File: src/rtl/event_pkg.sv
// event_pkg: shared sizing constants and FSM state type for the event encoder.
// Contents: NUM_REQ (request line count), CODE_W (encoded index width), state_t {IDLE, OUT}.
package event_pkg;
    localparam int NUM_REQ = 8;
    localparam int CODE_W = 3;
    typedef enum logic {IDLE, OUT} state_t;
endpackage

File: src/rtl/event_encoder_if.sv
// event_encoder_if: request/issue bundle between an event source/consumer and the encoder.
// Signals: req (event pulses), ready (consumer accept), code/valid (issued event),
// pending (latched, not-yet-issued events), overflow (lost-event pulse).
// Modports: master = source/consumer side, slave = encoder side.
interface event_encoder_if;
    import event_pkg::*;
    logic [NUM_REQ-1:0] req;
    logic [NUM_REQ-1:0] pending;
    logic [CODE_W-1:0] code;
    logic valid;
    logic ready;
    logic overflow;
    modport master(output req, ready, input code, valid, pending, overflow);
    modport slave(input req, ready, output code, valid, pending, overflow);
endinterface

File: src/rtl/rr_pick.sv
// rr_pick: combinational round-robin picker over the pending vector.
// Ports: pending (candidate bits), ptr (search start) -> index (first set bit at or
// above ptr, wrapping 7->0), found (any bit set).
module rr_pick import event_pkg::*; (
    input  logic [NUM_REQ-1:0] pending,
    input  logic [CODE_W-1:0]  ptr,
    output logic [CODE_W-1:0]  index,
    output logic               found
);
    // Scan from the farthest offset back towards ptr so the nearest set bit wins;
    // the CODE_W-bit addition provides the wrap.
    always_comb begin
        index = ptr;
        for (int k = NUM_REQ - 1; k >= 0; k--)
            index = pending[ptr + CODE_W'(k)] ? ptr + CODE_W'(k) : index;
    end
    assign found = |pending;
endmodule

File: src/rtl/event_encoder.sv
// event_encoder: latches request pulses and issues them one at a time as a binary
// code with a valid/ready handshake, round-robin among pending requests.
// Ports: clk, rst_n (sync, active-low), bus (slave: req/ready in; code, valid,
// pending, overflow out).
module event_encoder #(
    parameter int NUM_REQ = event_pkg::NUM_REQ,
    parameter int CODE_W  = event_pkg::CODE_W
) (
    input logic           clk,
    input logic           rst_n,
    event_encoder_if.slave bus
);
    import event_pkg::state_t;
    import event_pkg::IDLE;
    import event_pkg::OUT;
    state_t state, state_nxt;
    logic [NUM_REQ-1:0] pend, pend_nxt, clr;
    logic [CODE_W-1:0] code_r, code_nxt, ptr, ptr_nxt, idx;
    logic found, load, ovf, ovf_nxt;
    rr_pick u_pick (.pending(pend), .ptr(ptr), .index(idx), .found(found));
    // Selection sees only registered pending, so a req arriving this cycle is
    // merged after the cleared bit and cannot count as an overflow of itself.
    always_comb begin
        load = found && (state == IDLE || bus.ready);
        clr = load ? NUM_REQ'(1) << idx : '0;
        pend_nxt = (pend & ~clr) | bus.req;
        ovf_nxt = |(bus.req & pend & ~clr);
        state_nxt = load ? OUT : (state == OUT && bus.ready) ? IDLE : state;
        code_nxt = load ? idx : code_r;
        ptr_nxt = load ? idx + 1'b1 : ptr;
    end
    always_ff @(posedge clk) begin
        if (!rst_n) begin
            state <= IDLE;
            pend <= '0;
            code_r <= '0;
            ptr <= '0;
            ovf <= 1'b0;
        end else begin
            state <= state_nxt;
            pend <= pend_nxt;
            code_r <= code_nxt;
            ptr <= ptr_nxt;
            ovf <= ovf_nxt;
        end
    end
    assign bus.code = code_r;
    assign bus.valid = state == OUT;
    assign bus.pending = pend;
    assign bus.overflow = ovf;
endmodule

File: src/flat_wrapper.sv
// flat-port wrapper written by rule: the top's interface ports become plain ports
module event_encoder_flat import event_pkg::state_t; import event_pkg::IDLE; import event_pkg::OUT;
#(
    parameter int NUM_REQ = event_pkg::NUM_REQ,
    parameter int CODE_W  = event_pkg::CODE_W
)
  (clk, rst_n, bus_req, bus_ready, bus_code, bus_valid, bus_pending, bus_overflow);
  event_encoder_if bus_i ();
  input logic clk;
  input logic rst_n;
  input wire logic [$bits(bus_i.req)-1:0] bus_req;
  input wire logic [$bits(bus_i.ready)-1:0] bus_ready;
  output wire logic [$bits(bus_i.code)-1:0] bus_code;
  output wire logic [$bits(bus_i.valid)-1:0] bus_valid;
  output wire logic [$bits(bus_i.pending)-1:0] bus_pending;
  output wire logic [$bits(bus_i.overflow)-1:0] bus_overflow;
  assign bus_i.req = bus_req;
  assign bus_i.ready = bus_ready;
  assign bus_code = bus_i.code;
  assign bus_valid = bus_i.valid;
  assign bus_pending = bus_i.pending;
  assign bus_overflow = bus_i.overflow;
  event_encoder #(.NUM_REQ(NUM_REQ), .CODE_W(CODE_W)) u_core (.clk(clk), .rst_n(rst_n), .bus(bus_i));
endmodule
File: config.mk
export PLATFORM = sky130hd
export DESIGN_NAME = event_encoder_flat
export DESIGN_NICKNAME = d
export VERILOG_FILES = /design/src/rtl/event_pkg.sv /design/src/rtl/event_encoder_if.sv /design/src/rtl/rr_pick.sv /design/src/rtl/event_encoder.sv /design/src/flat_wrapper.sv
export SDC_FILE = /design/constraint.sdc
export NUM_CORES = 1
export LEC_CHECK = 0
export CORE_MARGIN = 5
export CORE_UTILIZATION = 45
export CTS_CLUSTER_SIZE = 10
export DETAILED_ROUTE_END_ITERATION = 12
export GPL_TIMING_DRIVEN = 0
export PLACE_DENSITY_LB_ADDON = 0.05
export SYNTH_ARGS = -nofsm -noshare
export SYNTH_HDL_FRONTEND = slang
export SYNTH_SLANG_ARGS = --single-unit
File: constraint.sdc
create_clock -name clk -period 11.9 [get_ports clk]
set_input_delay 1.785 -clock clk [delete_from_list [all_inputs] [get_ports clk]]
set_output_delay 1.785 -clock clk [all_outputs]
set_load 0.01 [all_outputs]
==> out/summary.txt, run 1 <==
Final Hold Vio Count: 0
Worst-Skew Late Latency: 0.30 ns
Post-synth EDFFs: 0
Ant. Diodes: 0
RSZ-0062 raised after global routing: false
Max cap viols: 0
Critical path destination: u_core.bus.overflow
CP Cell Sequence: buf_2 -> buf_1 -> inv_1 -> ha_1 -> buf_2 -> mux4_2 -> and3_1 -> o311ai_1 -> o211ai_1 -> a221oi_2 -> a221oi_4 -> buf_6 -> nor2_1 -> ha_1 -> a21boi_0 -> and2_1 -> a2111oi_2 -> a31oi_1
Site row count: 21
Post-synth ARST share: 0%
CTS clk-pin slew, worst paths: 0.10 ns
Die H: 69.1 um
Antenna violations before repair: 0
DR vias: 1541
Synth Flop Type: dfxtp_1
GRT Util Overall: 17.2%
I/O Buffers: 23
Period utilisation layout: 39.1%
Outcome: finished clean
Tot Pwr: 0.580 mW
Crit path kind: reg -> reg
Drt drc: 0
Via density: 6.00
Net Count, Synth: 198
Max Fclk: 215 MHz
Hold WS: 0.520 ns
Core footprint: 3360 um2
Placer Congestion: 0.816
Yosys cell types: 51
Comb power frac: 80.1%
Buf+Inv Stages, Crit Path: 5
Crit-path max FO: 10
Total negative setup slack: 0 ns
Post-CTS setup buffer count: 0
Layout cells sized above 1: 14.7%
Post-synth top area cell: dfxtp_1
VDD IR max: 0.126 mV
IO Pins: 24
Worst r2r path cells: 18
Initial core utilization: 46.8%
Clock Skews: 0.00613 ns
Leakage: 0.707 nW
Root Driver: clkbuf_4
Fin crit period: 4.65 ns
R2r setup slk: 7.25 ns
WL/cell: 16.3 um
Area Growth Syn to Fin: 20.6%
Drt pass-1 iters: 4
Fillers: 356
Clock sink count: 16
Reg-to-Reg End: u_core.bus.overflow
Final core utilization: 56.4%
Worst min path class: reg -> reg
Mapped Cells: 184
Htree depth: 1
Worst Setup SP: u_core.ptr[1]
Wirelength, routed: 4180 um
Share of the synthesized area in the top cell type: 20.4%
Net switching power figure: 0.292 mW
Worst path required time: 12.07 ns
Post-DP HPWL: 3290 um
CTS tree: done
First-pass GRT wire length: 7010 um
CP arrival: 4.82 ns
PD cells: 306 nW/um2
Clock power frac: 6.4%
Die X: 69.1 um
Register area share after synthesis: 20.4%
Vias in the first global route: 1540
Final Max Tran Viols: 0
Internal cell power: 0.288 mW
Die area: 4780 um2
Gr ovfl total: 0
Register share of total power: 13.5%
Largest net degree at the start of global routing: 11
Hold-fix buffers at CTS: 0
Worst path slowest cell: mux4_2
Finish-stage setup viols: 0
Top delay family on crit path: compound AO/OA/AOI/OAI gates
Flop and latch count out of synthesis: 16
Startpoint types: flip-flop
CP peak stage delay: 0.61 ns
Reg-to-Reg Start: u_core.ptr[1]
Max Root-Sink Buffers: 2
Endpoint type of the worst setup path: flip-flop
Number of gates resized after CTS: 0
Final ANT Viol Nets: 0
Total CTS buffers: 3
Iteration-0 DRC count of the detailed router: 115
Mapped Area: 1570 um2
Final net count: 226
Worst rel slew slack: 52.1%
Synth Area per Inst: 8.55 um2
Yosys warnings: 0
Synth area leaders: dfxtp_1 (20%), mux4_2 (14%), mux2i_1 (5.7%)
Pin slew with the least headroom to its limit: 0.698 ns
Switch share: 50.3%
Hold depth: 2
WP depth: 18
-- synthesized netlist by cell type, drive strengths merged (4+ instances only) --
cell type / n
nor2: 20
dfxtp: 16
nand2: 16
a21oi: 11
mux4: 10
inv: 9
mux2i: 9
buf: 8
o21ai: 8
and2: 7
a211oi: 6
clkbuf: 6
a21boi: 4
a31oi: 4
mux2: 4
nand3: 4
xnor2: 4
-- logic make-up (layout without fill, tap and decap cells) --
| logic type | Yosys count | after routing | synth area share, % |
|---|---|---|---|
| adders and majority gates | 3 | 3 | 2.39 |
| AOI/OAI and AO/OA | 54 | 54 | 26.3 |
| xor gates and xnor gates | 6 | 6 | 3.34 |
| buffers and inverters | 24 | 51 | 7.24 |
| and+or+nand+nor | 58 | 58 | 17.5 |
| DFF | 16 | 16 | 20.4 |
| muxes | 23 | 23 | 22.9 |
-- layer usage --
metal	wire length [um]	vias to the layer above	part of all wire, %	GRT usage (%)
li1	-	746	-	-
met1	1770	750	42	20.4
met2	2200	36	53	31.1
met3	122	9	2.9	1.60
met4	83	0	2.0	7.59
met5	0	-	0	0
-- through the flow --
stage          setup slack (ns)  instance area, um2  cells
6_report                   7.25                1900    257
4_1_cts                    7.26                1900    257
3_5_place_dp               7.28                1860    253
5_1_grt                    6.95                1900    257
3_3_place_gp               7.31                1860    253
2_1_floorplan              7.82                1570    184
-- placed cells by master, fill, tap and decap left out, drive strengths merged, types with 3 or more instances in the layout --
cell	synthesis	final
clkbuf	6	10
dfxtp	16	16
ha	3	3
o21ai	8	8
a21oi	11	11
mux2i	9	9
nor2	20	20
clkdlybuf4s50	0	23
xnor2	4	4
nand2	16	16
inv	9	9
o21a	3	3
a21boi	4	4
nor4	3	3
nand3	4	4
and2	7	7
mux4	10	10
a211oi	6	6
buf	8	8
mux2	4	4
a31oi	4	4
-- worst register-to-register path, cell delays in order (launching register included) --
cell,delay [ns]
dfxtp_1,0.34
buf_2,0.23
buf_1,0.43
inv_1,0.20
ha_1,0.31
buf_2,0.24
mux4_2,0.61
and3_1,0.23
o311ai_1,0.26
o211ai_1,0.16
a221oi_2,0.32
a221oi_4,0.08
buf_6,0.18
nor2_1,0.10
ha_1,0.14
a21boi_0,0.10
and2_1,0.19
a2111oi_2,0.29
a31oi_1,0.13
-- registers in the layout, summed over array words and instances (netlist names) --
| signal | flops |
|---|---|
| u_core.bus.overflow | 1 |
| u_core.bus.code | 3 |
| u_core.bus.valid | 1 |
| u_core.ptr | 3 |
| u_core.bus.pending | 8 |
-- how the worst min path moves through the flow --
stage / startpoint / to / slack (ns)
6_report: u_core.bus.code[1] / u_core.bus.code[1] / 0.52
5_1_grt: u_core.bus.code[0] / u_core.bus.code[0] / 0.56
4_1_cts: u_core.bus.code[1] / u_core.bus.code[1] / 0.53
3_5_place_dp: u_core.bus.code[1] / u_core.bus.code[1] / 0.50
3_3_place_gp: u_core.bus.code[1] / u_core.bus.code[1] / 0.49
2_1_floorplan: u_core.bus.code[1] / u_core.bus.code[1] / 0.52
-- power by group through the flow --
stage	registers (mW)	logic (mW)	clock network, mW
2_1_floorplan	0.0824	0.353	0
3_3_place_gp	0.0785	0.452	0
3_5_place_dp	0.0796	0.461	0
4_1_cts	0.0782	0.464	0.0373
5_1_grt	0.0803	0.509	0.0390
6_report	0.0783	0.465	0.0371
-- layout make-up --
type | count | area [um2] | share of cell area [%]
flip-flops and latches | 16 | 320 | 16.9
plain buffers | 14 | 76.3 | 4.02
inverters | 10 | 37.5 | 1.98
repair buffers | 23 | 230 | 12.1
clock buffers | 4 | 36.3 | 1.91
well taps | 46 | 57.6 | 3.03
multi-input cells | 144 | 1140 | 60.0
No activity file was read; power rests on OpenSTA's default activity.
==> run 2: changes to the inputs <==
==> constraint.sdc (replaced) <==
create_clock -name clk -period 4 [get_ports clk]
set_input_delay 0.6 -clock clk [delete_from_list [all_inputs] [get_ports clk]]
set_output_delay 0.6 -clock clk [all_outputs]
set_load 0.01 [all_outputs]
==> out/summary.txt, run 2 (synthesis gave the netlist of run 1 again) <==
WL/cell: 16.1 um (-0.94%)
Crit path kind: reg -> reg
Outcome: finished clean
Drt drc: 0 (unchanged)
Worst path slowest cell: mux4_2
Die X: 69.1 um (unchanged)
Total negative setup slack: 0 ns (unchanged)
Gr ovfl total: 0 (unchanged)
Vias in the first global route: 1587 (+3.1%)
Clock sink count: 16 (unchanged)
Startpoint types: flip-flop
Endpoint type of the worst setup path: flip-flop
Antenna violations before repair: 0 (unchanged)
Reg-to-Reg Start: u_core.ptr[1]
Final ANT Viol Nets: 0 (unchanged)
Ant. Diodes: 0 (unchanged)
Comb power frac: 81.7% (+1.6 points)
Internal cell power: 0.977 mW (+240%)
Switch share: 48.5% (-1.8 points)
Final Max Tran Viols: 0 (unchanged)
Crit-path max FO: 17 (+7)
Register share of total power: 12.4% (-1.1 points)
Initial core utilization: 46.8% (unchanged)
Min-delay src: u_core.bus.code[1]
Most common cell after layout, fill and taps aside: clkdlybuf4s50_1
CP peak stage delay: 0.55 ns (-0.06 ns)
First-pass GRT wire length: 7350 um (+4.8%)
Finish-stage setup viols: 0 (unchanged)
Total CTS buffers: 3 (unchanged)
Layout cells sized above 1: 20.0% (+5.3 points)
Placer Congestion: 0.867 (+6.1%)
Worst Setup SP: u_core.ptr[1]
Net switching power figure: 0.920 mW (+220%)
CTS clk-pin slew, worst paths: 0.10 ns (about the same)
Final Hold Vio Count: 0 (unchanged)
DR vias: 1563 (+1.4%)
Via density: 5.99 (-0.13%)
RSZ-0062 raised after global routing: false
Die area: 4780 um2 (unchanged)
Inst Count DP: 253 (unchanged)
GRT Util Overall: 18.0% (+0.82 points)
Die H: 69.1 um (unchanged)
Clock Skews: 0.00657 ns (+0.000433 ns)
Post-DP HPWL: 3270 um (-0.56%)
Worst min path class: reg -> reg
Max reg flops: 8 (unchanged)
CP arrival: 3.95 ns (-0.87 ns)
I/O Buffers: 23 (unchanged)
Leakage: 0.737 nW (+4.2%)
Final net count: 230 (+1.8%)
PD cells: 954 nW/um2 (+210%)
CTS tree: done
Worst path required time: 4.17 ns (-7.90 ns)
Drt pass-1 iters: 4 (unchanged)
Max Root-Sink Buffers: 2 (unchanged)
Max Fclk: 264 MHz (+23%)
Iteration-0 DRC count of the detailed router: 109 (-5.2%)
Worst-Skew Late Latency: 0.29 ns (about the same)
Period utilisation layout: 94.5% (+55 points)
R2r setup slk: 0.22 ns (-7.03 ns)
Core footprint: 3360 um2 (unchanged)
Clock power frac: 5.8% (-0.6 points)
VDD IR max: 0.546 mV (+330%)
IO Pins: 24 (unchanged)
Most frequent cells in the layout: clkdlybuf4s50_1 (23), nor2_1 (20), nand2_1 (16), dfxtp_1 (14), a21oi_1 (11)
Pin slew with the least headroom to its limit: 0.602 ns (-0.0967 ns)
Max cap viols: 0 (unchanged)
Non-filler cells, final: 261 (+1.6%)
Fin crit period: 3.78 ns (-0.872 ns)
Htree depth: 1 (unchanged)
CP Cell Sequence: buf_12 -> inv_1 -> ha_1 -> buf_6 -> mux4_2 -> and3_4 -> o311ai_2 -> o211ai_1 -> a221oi_2 -> a221oi_4 -> buf_6 -> nor2_1 -> ha_1 -> a21boi_1 -> and2_1 -> a2111oi_2 -> a31oi_1
Largest net degree at the start of global routing: 18 (+7)
Area Growth Syn to Fin: 26.4%
Worst rel slew slack: 59.5% (+7.4 points)
Site row count: 21 (unchanged)
Root Driver: clkbuf_4
Wirelength, routed: 4200 um (+0.60%)
## run 2: cell type report
cell class	instances	area, um2
Buffer	12	86.3
Timing Repair Buffer	29	275
Sequential cell	16	323
Fill cell	320	1380
Multi-Input combinational cell	144	1170
Clock buffer	4	36.3
Tap cell	46	57.6
Inverter	10	42.5
## run 2: metal layers
metal	global-route usage, %	share of wire [%]	routed length [um]	vias up
met4	6.72	2.3	96	0
met2	32.6	52	2190	50
met3	1.31	3.5	148	15
li1	-	-	-	755
met1	22.1	42	1760	743
met5	0	0	0	-
## run 2: worst paths after layout
check | end | cells after the start
max | u_core.bus.overflow | 17
min | u_core.bus.code[1] | 2
max reg2reg | u_core.bus.overflow | 17
min reg2reg | u_core.bus.code[1] | 2
## run 2: through the flow
step | util [%] | worst slack (ns) | cell area [um2] | power (mW) | hold slack (ns)
2_1_floorplan | - | 0.0749 | 1570 | 1.30 | 0.519
3_3_place_gp | 55.4 | -0.364 | 1860 | 1.58 | 0.491
3_5_place_dp | 55.4 | -0.398 | 1860 | 1.61 | 0.492
4_1_cts | 57.5 | 0.0130 | 1930 | 1.77 | 0.514
5_1_grt | 59.1 | 0.0381 | 1990 | 2.04 | 0.580
6_report | 59.1 | 0.219 | 1990 | 1.90 | 0.513
## run 2: worst max-delay path: cells and delay by family, from the launching register on
kind | cells | cell delay (ns)
AO/OA/AOI/OAI | 7 | 1.27
AND/OR/NAND/NOR | 3 | 0.48
multiplexers | 1 | 0.55
adder cells (fa/ha/maj) | 2 | 0.45
buffers and inverters | 4 | 0.55
flip-flops | 1 | 0.36
## run 2: what timing repair did
| action | CTS | global route |
|---|---|---|
| hold buffers | 0 | 0 |
| setup buffers | 2 | 4 |
| pin swaps | 2 | 3 |
| resized for setup | 8 | 10 |
| setup endpoints to repair | 3 | 1 |
## run 2: power groups by stage
stage	clock network [mW]	logic, mW	registers, mW
after floorplan	0	1.05	0.245
after detailed placement	0	1.38	0.236
after global routing	0.120	1.68	0.243
after CTS	0.111	1.42	0.233
final	0.110	1.55	0.236
after global placement	0	1.34	0.233
==> RTL change 1: new RTL, config.mk and constraints of run 2 <==
The package constant `NUM_REQ` goes from 8 to 16.
--- a/src/rtl/event_pkg.sv
+++ b/src/rtl/event_pkg.sv
@@ -2,5 +2,5 @@
 // Contents: NUM_REQ (request line count), CODE_W (encoded index width), state_t {IDLE, OUT}.
 package event_pkg;
-    localparam int NUM_REQ = 8;
+    localparam int NUM_REQ = 16;
     localparam int CODE_W = 3;
     typedef enum logic {IDLE, OUT} state_t;
Ports: changed (resized bus_pending and bus_req); port bits go from 24 to 40. No check against the original RTL was run, so the function may have changed too.
==> RTL change 1 against run 2 <==
- routed wire length grew 28%
- sequential cell count grew 8
- cell area grew 27%
- first-iteration DRC count grew 19%
- sequential share of layout area grew 2.9 points
- power grew 16%
- area after synthesis grew 21%
- non-clock buffer count grew 10
- setup slack lost 0.0065 ns
- critical path type unchanged
- critical endpoint unchanged
- highest routed layer unchanged
==> RTL change 1: results (changes against run 2) <==
| Metric | Value |
|---|---|
| Post-Synth XOR/XNOR Area | `1.377% (-2.0 points)` |
| Pre-CTS setup slack | `-0.4426 ns (-0.04471 ns)` |
| Detail Placement HPWL | `4019 µm (+23%)` |
| Synth Area in Compound Gates | `28.33% (+2.1 points)` |
| Fill cells | `373 (+17%)` |
| Pin count of the biggest net entering global routing | `13 (-5)` |
| Synth unique cells | `55 (+7.8%)` |
| Synth Area in Adders | `4.590% (+2.2 points)` |
| Clock slew at reported path FFs | `0.08 ns (-0.02 ns)` |
| Mapped Nets | `250 (+26%)` |
| Initial antenna violation count | `0 (unchanged)` |
| Nets | `298 (+30%)` |
| Worst r2r src | `u_core.ptr[0]` |
| Gr usage total | `20.32% (+2.3 points)` |
| I/O Buffers | `39 (+70%)` |
| Clock latency on the worst-skew pair | `0.26 ns (-0.03 ns)` |
| R2R setup slack | `0.21 ns` |
| Layout Skew | `0.006934 ns (+0.0003687 ns)` |
| GPL Wtd Cong | `0.8840 (+2.0%)` |
| Vias in the first global route | `1,819 (+15%)` |
| R2r worst-path depth | `18 (+1)` |
| Sequential area share after synthesis | `25.18% (+4.8 points)` |
| Root Driver | `clkbuf_8` |
| CP max FO | `10 (-7)` |
| Share of layout cells above drive strength 1 | `18.89% (-1.1 points)` |
| Status | `finished clean` |
| Vias | `1,885 (+21%)` |
| First-pass GRT wire length | `8825 µm (+20%)` |
| Synth top cells by count | `nor2_1 (29), dfxtp_1 (24), nand2_1 (24)` |
| 1st-iter DRT viols | `130 (+19%)` |
| Drt wl/cell | `16.78 µm (+4.1%)` |
| Max reg flops | `16 (+8)` |
| Top post-synthesis cells by area | `dfxtp_1 (25%), mux4_2 (8.3%), nor2_1 (5.7%)` |
| Worst vdd ir | `452.8 µV (-17%)` |
| Static leakage | `0.9739 nW (+32%)` |
| Hold WS | `0.4793 ns (-0.03365 ns)` |
| Post-synthesis mux area share | `18.43% (-4.5 points)` |
| Area after DPL | `0.002361 mm² (+27%)` |
-- RTL change 1: cell count changes after synthesis, moves of 4 or more --
cell,delta
ha_1,+4
a31oi_1,-4
nor2_1,+9
o21ai_0,+5
a22o_1,+4
dfxtp_1,+8
nand2_1,+8
a21oi_1,+7
-- RTL change 1: routing by layer --
metal / GRT usage, % / vias up / wire length, µm
met1: 28.00 / 895 / 2444
met5: 0 / - / 0
met3: 3.338 / 2 / 344
met2: 34.04 / 60 / 2557
met4: 3.162 / 0 / 22
li1: - / 928 / -
-- RTL change 1: layout make-up --
type / instances / area (µm²) / area share (%)
multi-input cells: 177 / 1393 / 54.96
flip-flops and latches: 24 / 485.5 / 19.16
repair buffers: 43 / 420.4 / 16.59
plain buffers: 8 / 70.07 / 2.765
well taps: 50 / 62.56 / 2.469
inverters: 15 / 61.31 / 2.420
clock buffers: 3 / 41.29 / 1.630
-- RTL change 1: kinds of logic (layout without fill, tap and decap cells) --
group	after synthesis	after routing
muxes	24	24
buffers and inverters	23	69
and+or+nand+nor	72	72
AOI/OAI and AO/OA	71	71
adders and majority gates	7	7
xor gates and xnor gates	3	3
DFF	24	24
-- RTL change 1: repair_timing --
action / CTS / global route
gates resized for setup: 11 / 17
setup buffers: 3 / 1
pin swaps: 0 / 3
endpoints found under the setup margin: 9 / 1
-- RTL change 1: worst max-delay path by stage --
stage	from	end	slack (ns)	cells past startpoint
after floorplan	u_core.ptr[1]	u_core.bus.overflow	0.22	17
after global placement	u_core.ptr[1]	u_core.bus.overflow	-0.45	16
after detailed placement	u_core.ptr[1]	u_core.bus.overflow	-0.44	18
after CTS	u_core.ptr[1]	u_core.bus.overflow	0.03	18
after global routing	u_core.ptr[0]	u_core.bus.overflow	0.02	19
final	u_core.ptr[0]	u_core.bus.overflow	0.21	18
-- RTL change 1: where the power goes --
part / internal (mW) / switching [mW] / leakage (nW)
Clock: 0.0673 / 0.0740 / 0.0216
Sequential: 0.289 / 0.0586 / 0.202
Combinational: 0.767 / 0.945 / 0.751
Total: 1.12 / 1.08 / 0.974
-- RTL change 1: worst max-delay path, stage by stage, from the launching register on --
cell	delay, ns
dfxtp_2	0.34
buf_6	0.13
buf_12	0.14
clkinvlp_4	0.13
ha_4	0.29
buf_6	0.13
mux4_2	0.38
mux2i_4	0.20
o21ba_4	0.15
o22ai_2	0.08
a22oi_2	0.22
a311oi_2	0.16
or2_1	0.31
ha_2	0.20
nand2_2	0.07
a21oi_1	0.07
and3_1	0.20
or3_1	0.38
a41oi_2	0.13
-- RTL change 1: per-stage QoR --
| stage | std cells | total power [mW] |
|---|---|---|
| after floorplan | 224 | 1.452 |
| after global placement | 313 | 1.812 |
| after detailed placement | 313 | 1.825 |
| after CTS | 319 | 2.094 |
| after global routing | 320 | 2.388 |
| final | 320 | 2.201 |
==> RTL change 2: new RTL, settings of run 2 <==
Made on the original files. Reset style: asynchronous (`rst_n`), changed in one clocked block.
--- a/src/rtl/event_encoder.sv
+++ b/src/rtl/event_encoder.sv
@@ -30,5 +30,5 @@
         ptr_nxt = load ? idx + 1'b1 : ptr;
     end
-    always_ff @(posedge clk) begin
+    always_ff @(posedge clk or negedge rst_n) begin
         if (!rst_n) begin
             state <= IDLE;
Function: differs if rst_n is asserted again (counterexample within 4 cycles, from zero or initial values and one cycle with rst_n low); with rst_n held inactive, the same outputs for 10 cycles.
==> RTL change 2 against run 2 <==
- cell area fell by 2.0%
- synthesized cell count fell by 6.5%
- non-clock buffer count fell by 9
- largest cell class unchanged
- global-route usage fell by 0.40 points
- largest power group unchanged
- clock power barely moved
- sequential cell count did not move
- first-iteration DRC count fell by 17%
- power fell by 15%
- area after synthesis rose by 2.9%
- routed wire length fell by 1.1%
- setup slack improved by 0.070 ns
==> RTL change 2: results (changes against run 2) <==
| Metric | Value |
|---|---|
| Hold Crit Depth | `1 (-1)` |
| Synth Area in Adders | `5.410% (+3.0 points)` |
| Pin count of the biggest net entering global routing | `17 (-1)` |
| First drt pass iteration count | `5 (+1)` |
| Mapped Nets | `190 (-4.0%)` |
| Logic pwr share | `74.2% (-7.5 points)` |
| Crit-path max cell delay | `0.40 ns (-0.15 ns)` |
| Max stage delay cell, worst path | `dfrtp_1` |
| Top FF cell, synth | `dfrtp_1` |
| Transition time of the tightest slew-check pin | `0.7278 ns (+0.1263 ns)` |
| Data arrival, critical path | `3.89 ns (-0.06 ns)` |
| Top post-synthesis cells by area | `dfrtp_1 (25%), mux4_2 (11%), mux2i_1 (6.8%)` |
| First-pass GRT wire length | `7155 µm (-2.6%)` |
| Share of layout cells above drive strength 1 | `16.08% (-3.9 points)` |
| Status | `finished clean` |
| Pre-CTS setup slack | `0.2125 ns (+0.6104 ns)` |
| Area after DPL | `0.001907 mm² (+2.4%)` |
| Sw Share | `48.13% (-0.36 points)` |
| Post-Synth XOR/XNOR Area | `2.164% (-1.2 points)` |
| Fin cells | `245 (-6.1%)` |
| Vias in the first global route | `1,563 (-1.5%)` |
| DR WL met2 | `2245 µm (+2.3%)` |
| Layout Skew | `0.008218 ns (+0.001652 ns)` |
| Mean Syn Cell Area | `9.413 µm² (+10%)` |
| Static leakage | `0.7494 nW (+1.7%)` |
| Detail Placement HPWL | `3186 µm (-2.7%)` |
| M1 WL | `1747 µm (-0.96%)` |
| Worst vdd ir | `330.5 µV (-39%)` |
| Gr usage total | `17.64% (-0.40 points)` |
| Die width | `69.98 µm (+1.2%)` |
| CP max FO | `10 (-7)` |
| Synth Area in Compound Gates | `23.18% (-3.1 points)` |
| 1st-iter DRT viols | `90 (-17%)` |
| Post-synthesis mux area share | `25.58% (+2.7 points)` |
==> RTL change 2: changes by cell type after synthesis, sizes merged, moves of 4 or more <==
cell and change:
a21o +6, nand2 -4, o21ai +5, a211oi -4, dfxtp -16, dfrtp +16, and2 -5, mux2 +5
ha +4, nor2 -9
==> RTL change 2: final cells by class <==
type                            count  area [µm²]
Buffer                              9       57.56
Clock buffer                        4       36.28
Fill cell                         325        1466
Inverter                           10       37.54
Multi-Input combinational cell    137        1130
Sequential cell                    16       400.4
Tap cell                           46       57.56
Timing Repair Buffer               23       230.2
==> RTL change 2: what timing repair did <==
| action | in CTS | in global routing |
|---|---|---|
| hold endpoints to repair | 0 | 0 |
| endpoints found under the setup margin | 0 | 2 |
| buffers inserted | 0 | 0 |
| resized for setup | 0 | 2 |
| hold buffers | 0 | 0 |
==> RTL change 2: power by group through the flow <==
stage                     Clock [mW]  Combinational (mW)  Sequential [mW]
after floorplan                    0               0.880            0.301
after global placement             0                1.16            0.303
after detailed placement           0                1.18            0.309
after CTS                      0.109                1.19            0.306
after global routing           0.119                1.31            0.322
final                          0.110                1.20            0.306
==> RTL change 2: final timing paths <==
| check | start | endpoint | slack (ns) |
|---|---|---|---|
| hold / removal | u_core.bus.code[0] | u_core.bus.code[0] | 0.52 |
| setup reg to reg | u_core.ptr[0] | u_core.bus.overflow | 0.29 |
| setup / recovery | u_core.ptr[0] | u_core.bus.overflow | 0.29 |
| max in group asynchronous | rst_n | u_core.bus.pending[0] | 2.82 |
| min in group asynchronous | rst_n | u_core.bus.code[2] | 0.72 |
| hold reg to reg | u_core.bus.code[0] | u_core.bus.code[0] | 0.52 |
